==> src/rtl/alu_ctrl_pkg.sv <==
// Shared types and constants for the ALU arbiter/sequencer.
// Flag vectors are packed {c_out, OVERFLOW, ZERO}, indexed by the FLAG_* constants.
package alu_ctrl_pkg;

    typedef enum logic [1:0] {
        IDLE = 2'd0,
        EXEC = 2'd1,
        RESP = 2'd2
    } state_e;

    localparam int AOP_W   = 3;
    localparam int FLAGS_W = 3;

    localparam int FLAG_ZERO = 0;
    localparam int FLAG_OVF  = 1;
    localparam int FLAG_COUT = 2;

endpackage

==> src/rtl/rr_arb2.sv <==
// Two-way round-robin arbiter. The pointer names the requester favoured on a tie
// and is reloaded from ptr whenever update is pulsed.
module rr_arb2 (
    input  logic       clk,
    input  logic       rst_n,
    input  logic [1:0] req,
    input  logic       ptr,
    input  logic       update,
    output logic [1:0] grant
);

    logic ptr_q;
    logic ptr_d;

    always_comb begin
        ptr_d = ptr_q;
        if (update) begin
            ptr_d = ptr;
        end
    end

    always_ff @(posedge clk or negedge rst_n) begin
        if (!rst_n) begin
            ptr_q <= 1'b0;
        end else begin
            ptr_q <= ptr_d;
        end
    end

    // A lone requester wins regardless of the pointer.
    always_comb begin
        grant = 2'b00;
        case (req)
            2'b01:   grant = 2'b01;
            2'b10:   grant = 2'b10;
            2'b11:   grant = ptr_q ? 2'b10 : 2'b01;
            default: grant = 2'b00;
        endcase
    end

endmodule

==> src/rtl/alu_arbiter.sv <==
// Shares one ALU between two clients: arbitrates, holds operands stable for the
// ALU latency, captures result and flags, and returns them to the issuing client.
module alu_arbiter
    import alu_ctrl_pkg::*;
#(
    parameter int N       = 32,
    parameter int ALU_LAT = 1
) (
    input  logic               clk,
    input  logic               rst_n,

    input  logic               req0_valid,
    output logic               req0_ready,
    input  logic [N-1:0]       req0_a,
    input  logic [N-1:0]       req0_b,
    input  logic               req0_cin,
    input  logic [AOP_W-1:0]   req0_op,

    input  logic               req1_valid,
    output logic               req1_ready,
    input  logic [N-1:0]       req1_a,
    input  logic [N-1:0]       req1_b,
    input  logic               req1_cin,
    input  logic [AOP_W-1:0]   req1_op,

    output logic               rsp0_valid,
    input  logic               rsp0_ready,
    output logic [N-1:0]       rsp0_result,
    output logic [FLAGS_W-1:0] rsp0_flags,

    output logic               rsp1_valid,
    input  logic               rsp1_ready,
    output logic [N-1:0]       rsp1_result,
    output logic [FLAGS_W-1:0] rsp1_flags,

    output logic [N-1:0]       alu_a,
    output logic [N-1:0]       alu_b,
    output logic               alu_cin,
    output logic [AOP_W-1:0]   alu_aop,
    input  logic [N-1:0]       alu_out,
    input  logic               alu_zero,
    input  logic               alu_overflow,
    input  logic               alu_cout,

    output logic               busy
);

    localparam int CNT_W = (ALU_LAT > 0) ? $clog2(ALU_LAT + 1) : 1;

    state_e             state_q, state_d;
    logic               owner_q, owner_d;
    logic [N-1:0]       a_q, a_d;
    logic [N-1:0]       b_q, b_d;
    logic               cin_q, cin_d;
    logic [AOP_W-1:0]   op_q, op_d;
    logic [CNT_W-1:0]   cnt_q, cnt_d;
    logic [N-1:0]       result_q, result_d;
    logic [FLAGS_W-1:0] flags_q, flags_d;
    logic               rsp0_valid_q, rsp0_valid_d;
    logic               rsp1_valid_q, rsp1_valid_d;
    logic               busy_q, busy_d;

    logic [1:0] grant;
    logic       rsp_hs;

    assign rsp_hs = (rsp0_valid_q && rsp0_ready) || (rsp1_valid_q && rsp1_ready);

    // After a response the non-owner gets priority on the next tie.
    rr_arb2 u_arb (
        .clk    (clk),
        .rst_n  (rst_n),
        .req    ({req1_valid, req0_valid}),
        .ptr    (~owner_q),
        .update (rsp_hs),
        .grant  (grant)
    );

    assign req0_ready = (state_q == IDLE) && grant[0];
    assign req1_ready = (state_q == IDLE) && grant[1];

    always_comb begin
        state_d      = state_q;
        owner_d      = owner_q;
        a_d          = a_q;
        b_d          = b_q;
        cin_d        = cin_q;
        op_d         = op_q;
        cnt_d        = cnt_q;
        result_d     = result_q;
        flags_d      = flags_q;
        rsp0_valid_d = rsp0_valid_q;
        rsp1_valid_d = rsp1_valid_q;

        case (state_q)
            IDLE: begin
                if (grant != 2'b00) begin
                    owner_d = grant[1];
                    a_d     = grant[1] ? req1_a   : req0_a;
                    b_d     = grant[1] ? req1_b   : req0_b;
                    cin_d   = grant[1] ? req1_cin : req0_cin;
                    op_d    = grant[1] ? req1_op  : req0_op;
                    cnt_d   = CNT_W'(ALU_LAT);
                    state_d = EXEC;
                end
            end
            EXEC: begin
                if (cnt_q == '0) begin
                    result_d            = alu_out;
                    flags_d[FLAG_ZERO]  = alu_zero;
                    flags_d[FLAG_OVF]   = alu_overflow;
                    flags_d[FLAG_COUT]  = alu_cout;
                    rsp0_valid_d        = ~owner_q;
                    rsp1_valid_d        = owner_q;
                    state_d             = RESP;
                end else begin
                    cnt_d = cnt_q - CNT_W'(1);
                end
            end
            RESP: begin
                if (rsp_hs) begin
                    rsp0_valid_d = 1'b0;
                    rsp1_valid_d = 1'b0;
                    state_d      = IDLE;
                end
            end
            default: begin
                state_d = IDLE;
            end
        endcase

        busy_d = (state_d != IDLE);
    end

    always_ff @(posedge clk or negedge rst_n) begin
        if (!rst_n) begin
            state_q      <= IDLE;
            owner_q      <= 1'b0;
            a_q          <= '0;
            b_q          <= '0;
            cin_q        <= 1'b0;
            op_q         <= '0;
            cnt_q        <= '0;
            result_q     <= '0;
            flags_q      <= '0;
            rsp0_valid_q <= 1'b0;
            rsp1_valid_q <= 1'b0;
            busy_q       <= 1'b0;
        end else begin
            state_q      <= state_d;
            owner_q      <= owner_d;
            a_q          <= a_d;
            b_q          <= b_d;
            cin_q        <= cin_d;
            op_q         <= op_d;
            cnt_q        <= cnt_d;
            result_q     <= result_d;
            flags_q      <= flags_d;
            rsp0_valid_q <= rsp0_valid_d;
            rsp1_valid_q <= rsp1_valid_d;
            busy_q       <= busy_d;
        end
    end

    assign alu_a       = a_q;
    assign alu_b       = b_q;
    assign alu_cin     = cin_q;
    assign alu_aop     = op_q;
    assign rsp0_valid  = rsp0_valid_q;
    assign rsp1_valid  = rsp1_valid_q;
    assign rsp0_result = result_q;
    assign rsp1_result = result_q;
    assign rsp0_flags  = flags_q;
    assign rsp1_flags  = flags_q;
    assign busy        = busy_q;

endmodule

==> config.mk <==
export PLATFORM = sky130hd
export DESIGN_NAME = alu_arbiter
export DESIGN_NICKNAME = d
export VERILOG_FILES = /design/src/rtl/alu_ctrl_pkg.sv /design/src/rtl/rr_arb2.sv /design/src/rtl/alu_arbiter.sv
export SDC_FILE = /design/constraint.sdc
export NUM_CORES = 1
export LEC_CHECK = 0
export CAP_MARGIN = 10
export CORE_UTILIZATION = 35
export DETAILED_ROUTE_END_ITERATION = 8
export PLACE_DENSITY = 0.75
export SLEW_MARGIN = 20
export SYNTH_ARGS = -nofsm -noshare
export SYNTH_HDL_FRONTEND = slang
export SYNTH_SLANG_ARGS = --single-unit
==> constraint.sdc <==
create_clock -name clk -period 1.7 [get_ports clk]
set_input_delay 0.34 -clock clk [delete_from_list [all_inputs] [get_ports clk]]
set_output_delay 0.34 -clock clk [all_outputs]
set_load 0.05 [all_outputs]
==> run summary <==
OUTCOME
------------------------------------------------------------------------------------------------------
Outcome                                                                                   finished with violations
Failing checks                                                                            setup timing

DIE
------------------------------------------------------------------------------------------------------
Floorplan die width                                                                             129 µm
Placeable core region                                                                        15400 µm²
Die outline height                                                                              129 µm
Site row count                                                                                      45
Number of top-level pins                                                                           320
Starting Density                                                                                 36.4%
Total Die Area                                                                               16500 µm²

LOGIC SYNTHESIS
------------------------------------------------------------------------------------------------------
Synthesized flop and latch total                                                                   111
Leading post-synthesis cells by cell area                                                 dfrtp_1 (49%), o31ai_2 (14%), a21oi_1 (6.2%)
Number of distinct library cells after synthesis                                                    26
Average instance area after synthesis                                                         10.6 µm²
Cell taking the most area after synthesis                                                      dfrtp_1
Area fraction of the dominant cell type after synthesis                                          49.5%
Most instantiated cells after synthesis                                                   dfrtp_1 (111), nor2_1 (70), a21oi_1 (69), o21ai_0 (68), o31ai_2 (65)
Most used flip-flop cell after synthesis                                                       dfrtp_1
Synth Net Count                                                                                    706
Mapped Cells                                                                                       529
Post-synth EDFFs                                                                                     0
Share of synthesized flip-flops with an asynchronous set or reset                                 100%
Synth warnings                                                                                       0
Post-synth design cell area                                                                   5610 µm²
Sequential element share of the synthesized area                                                 49.5%
Most numerous cell in the Yosys netlist                                                        dfrtp_1

DETAILED ROUTING
------------------------------------------------------------------------------------------------------
Residual DRC                                                                                         0
Mean number of vias per cell                                                                      5.14
First-iteration detailed-routing DRC count                                                         298
Routed wire length                                                                            18300 µm
Routed len/inst                                                                                17.9 µm
Via Count                                                                                         5244
Antenna violation net count after detailed routing                                                   0
First-pass DRT Iterations                                                                            4

TIMING
------------------------------------------------------------------------------------------------------
Hold violation count in the final report                                                             0
Transition at the pin with the smallest max-transition slack                                  0.524 ns
Setup repair after global routing missed its margin                                               true
Fmax                                                                                         0.536 GHz
Final period utilization                                                                          110%
Remaining max-slew budget at the tightest pin                                                    65.1%
Minimum setup slack in the final design                                                      -0.166 ns
Number of failing setup endpoints in the final timing report                                         2
Worst setup skew after layout                                                               0.00551 ns
TNS Setup                                                                                    -0.312 ns
Number of slew-limit violations in the final report                                                  0
Min Clock Period, post-route                                                                   1.87 ns

CRITICAL PATH
------------------------------------------------------------------------------------------------------
Gate family responsible for the most delay along the worst path                           buffers and inverters
Crit-path slowest cell                                                                    clkdlybuf4s50_1
Max stage delay on crit path                                                                   0.57 ns
Logic depth of the worst path, buffers included                                                      4
Required time at the endpoint of the critical path                                             1.36 ns
Crit path max fanout                                                                                 3
R2R depth                                                                                            5
Worst Path Arrival                                                                             1.53 ns
Critical path type                                                                        primary input to primary output
Critical-path cell list                                                                   clkdlybuf4s50_1 -> a21boi_4 -> nor2b_4 -> buf_12
Kind of capture point of the worst setup path                                             primary output
Number of buffer and inverter instances along the worst setup path                                   2
Startpoint Class                                                                          primary input

CLOCKING
------------------------------------------------------------------------------------------------------
TritonCTS clock tree                                                                             built
Number of H-tree levels                                                                              3
Clock transition at the register clock pins on the worst setup and hold paths after CTS        0.08 ns
Cell chosen for the clock root                                                               clkbuf_16
Clock Sinks                                                                                        111
Worst-case clock buffer depth                                                                        2
Clock insertion delay at the later pin of the skew report                                      0.35 ns
Clock buffers created by TritonCTS                                                                   9

GRT
------------------------------------------------------------------------------------------------------
Initial antenna violation count                                                                      1
Number of global-route vias before repair                                                         5377
First-pass GRT wire length                                                                    27400 µm
Largest net degree at the start of global routing                                                   69
All-layer global routing usage                                                                   21.3%
GR Overflow Total                                                                                    0

MIN PATH
------------------------------------------------------------------------------------------------------
Type of the worst min-delay path                                                          flop to flop
Hold path cells                                                                                      1

FLOW RUN
------------------------------------------------------------------------------------------------------
# Max-Cap Violations                                                                                 0

PWR
------------------------------------------------------------------------------------------------------
VDD IR-drop max                                                                                1.24 mV
Power Dens Cells                                                                           2320 nW/µm²
Leakage dissipation                                                                            3.90 nW

PLACE
------------------------------------------------------------------------------------------------------
Setup Slack @ Placement                                                                      -0.245 ns
HPWL after DPL                                                                                13200 µm
Routability-driven placement congestion ratio                                                    0.777
Count of input and output buffers                                                                  319

FINAL LAYOUT
------------------------------------------------------------------------------------------------------
Net count of the finished layout                                                                   981
Area growth from synthesis to final layout                                                       61.3%
Share of final-layout standard cells stronger than drive strength 1                              35.8%

layout make-up:
type / instances / area [µm²]
tap: 211 / 264
multi-input combinational: 330 / 2410
clock inverter: 7 / 104
timing repair buffer: 350 / 3260
sequential: 111 / 2780
fill: 1310 / 6380
clock buffer: 9 / 225
antenna: 1 / 2.50
inverter: 2 / 7.51
metrics by stage:
step                      instance area (µm²)  std cells  hold slack, ns  utilization [%]  power (mW)
after floorplan                          5640        529          0.0444                -        14.6
after global placement                   8500        997           0.347             55.1        18.1
after detailed placement                 8500        997           0.356             55.1        18.3
after CTS                                8880       1017           0.471             57.6        20.8
after global routing                     9050       1021           0.484             58.7        21.9
final                                    9050       1021           0.480             58.7        21.0
cell families (layout without fill, tap and decap cells):
kind of cell | after synthesis | count (layout) | share of synthesized area [%]
other | 0 | 1 | 0
buffers and inverters | 88 | 368 | 9.50
AO/OA/AOI/OAI | 210 | 210 | 27.7
AND/OR/NAND/NOR | 84 | 84 | 6.09
multiplexers | 36 | 36 | 7.22
flip-flops | 111 | 111 | 49.5
worst paths after layout:
check / from / to / slack [ns]
setup / recovery: req0_valid / req0_ready / -0.17
hold / removal: owner_q$_DFFE_PN0P_ / rsp0_valid$_DFFE_PN0P_ / 0.48
setup reg to reg: state_q[1]$_DFF_PN0_ / alu_a[23]$_DFFE_PN0P_ / 0.04
hold reg to reg: owner_q$_DFFE_PN0P_ / rsp0_valid$_DFFE_PN0P_ / 0.48
max in group asynchronous: rst_n / rsp0_result[2]$_DFFE_PN0P_ / 0.81
min in group asynchronous: rst_n / alu_a[9]$_DFFE_PN0P_ / 0.54
routing by layer:
| metal | vias to the layer above | routed length (µm) | GRT usage (%) |
|---|---|---|---|
| met5 | - | 0 | 0 |
| met4 | 0 | 604 | 9.07 |
| met3 | 44 | 1360 | 4.78 |
| met2 | 256 | 9310 | 38.8 |
| met1 | 2555 | 6970 | 23.8 |
| li1 | 2389 | - | - |
flip-flops by register name, indices dropped and copies added (netlist names):
register / cells
u_arb.ptr_q: 1
alu_a: 32
rsp0_valid: 1
alu_cin: 1
rsp0_flags: 3
busy: 1
owner_q: 1
alu_aop: 3
rsp1_valid: 1
state_q: 2
alu_b: 32
rsp0_result: 32
cnt_q: 1
worst register-to-register path: cells and delay by family (launching register included):
family | cells | cell delay, ns
AO/OA/AOI/OAI | 1 | 0.28
buffers and inverters | 2 | 0.38
flip-flops | 1 | 0.38
AND/OR/NAND/NOR | 2 | 0.53
timing repair:
item                                    4_1_cts  5_1_grt
pin swaps                                     1        2
setup buffers                                 3        1
hold buffers                                  1        0
hold endpoints to repair                     44        0
cloned                                        0        3
gates resized for setup                       6       19
endpoints found under the setup margin        2       50
power by group:
part / internal, mW / switching (mW)
combinational: 4.64 / 9.19
clock: 1.32 / 1.05
sequential: 3.97 / 0.871
placed cells by master (no fill, tap or decap), drive strengths merged:
| cell | count |
|---|---|
| nand2b | 2 |
| o22ai | 2 |
| nor2b | 1 |
| nand3 | 1 |
| clkinv | 1 |
| bufinv | 2 |
| or2 | 2 |
| inv | 5 |
| nand2 | 5 |
| buf | 173 |
| nor2 | 70 |
| a21boi | 1 |
| mux2 | 36 |
| a21oi | 69 |
| clkinvlp | 1 |
| clkdlybuf4s50 | 174 |
| clkbuf | 11 |
| nand3b | 1 |
| dfrtp | 111 |
| diode | 1 |
| nor3b | 1 |
| o21ai | 69 |
| o31ai | 68 |
| dlygate4sd3 | 1 |
| or3b | 1 |
| a22oi | 1 |
(Power assumes the default switching activity.)
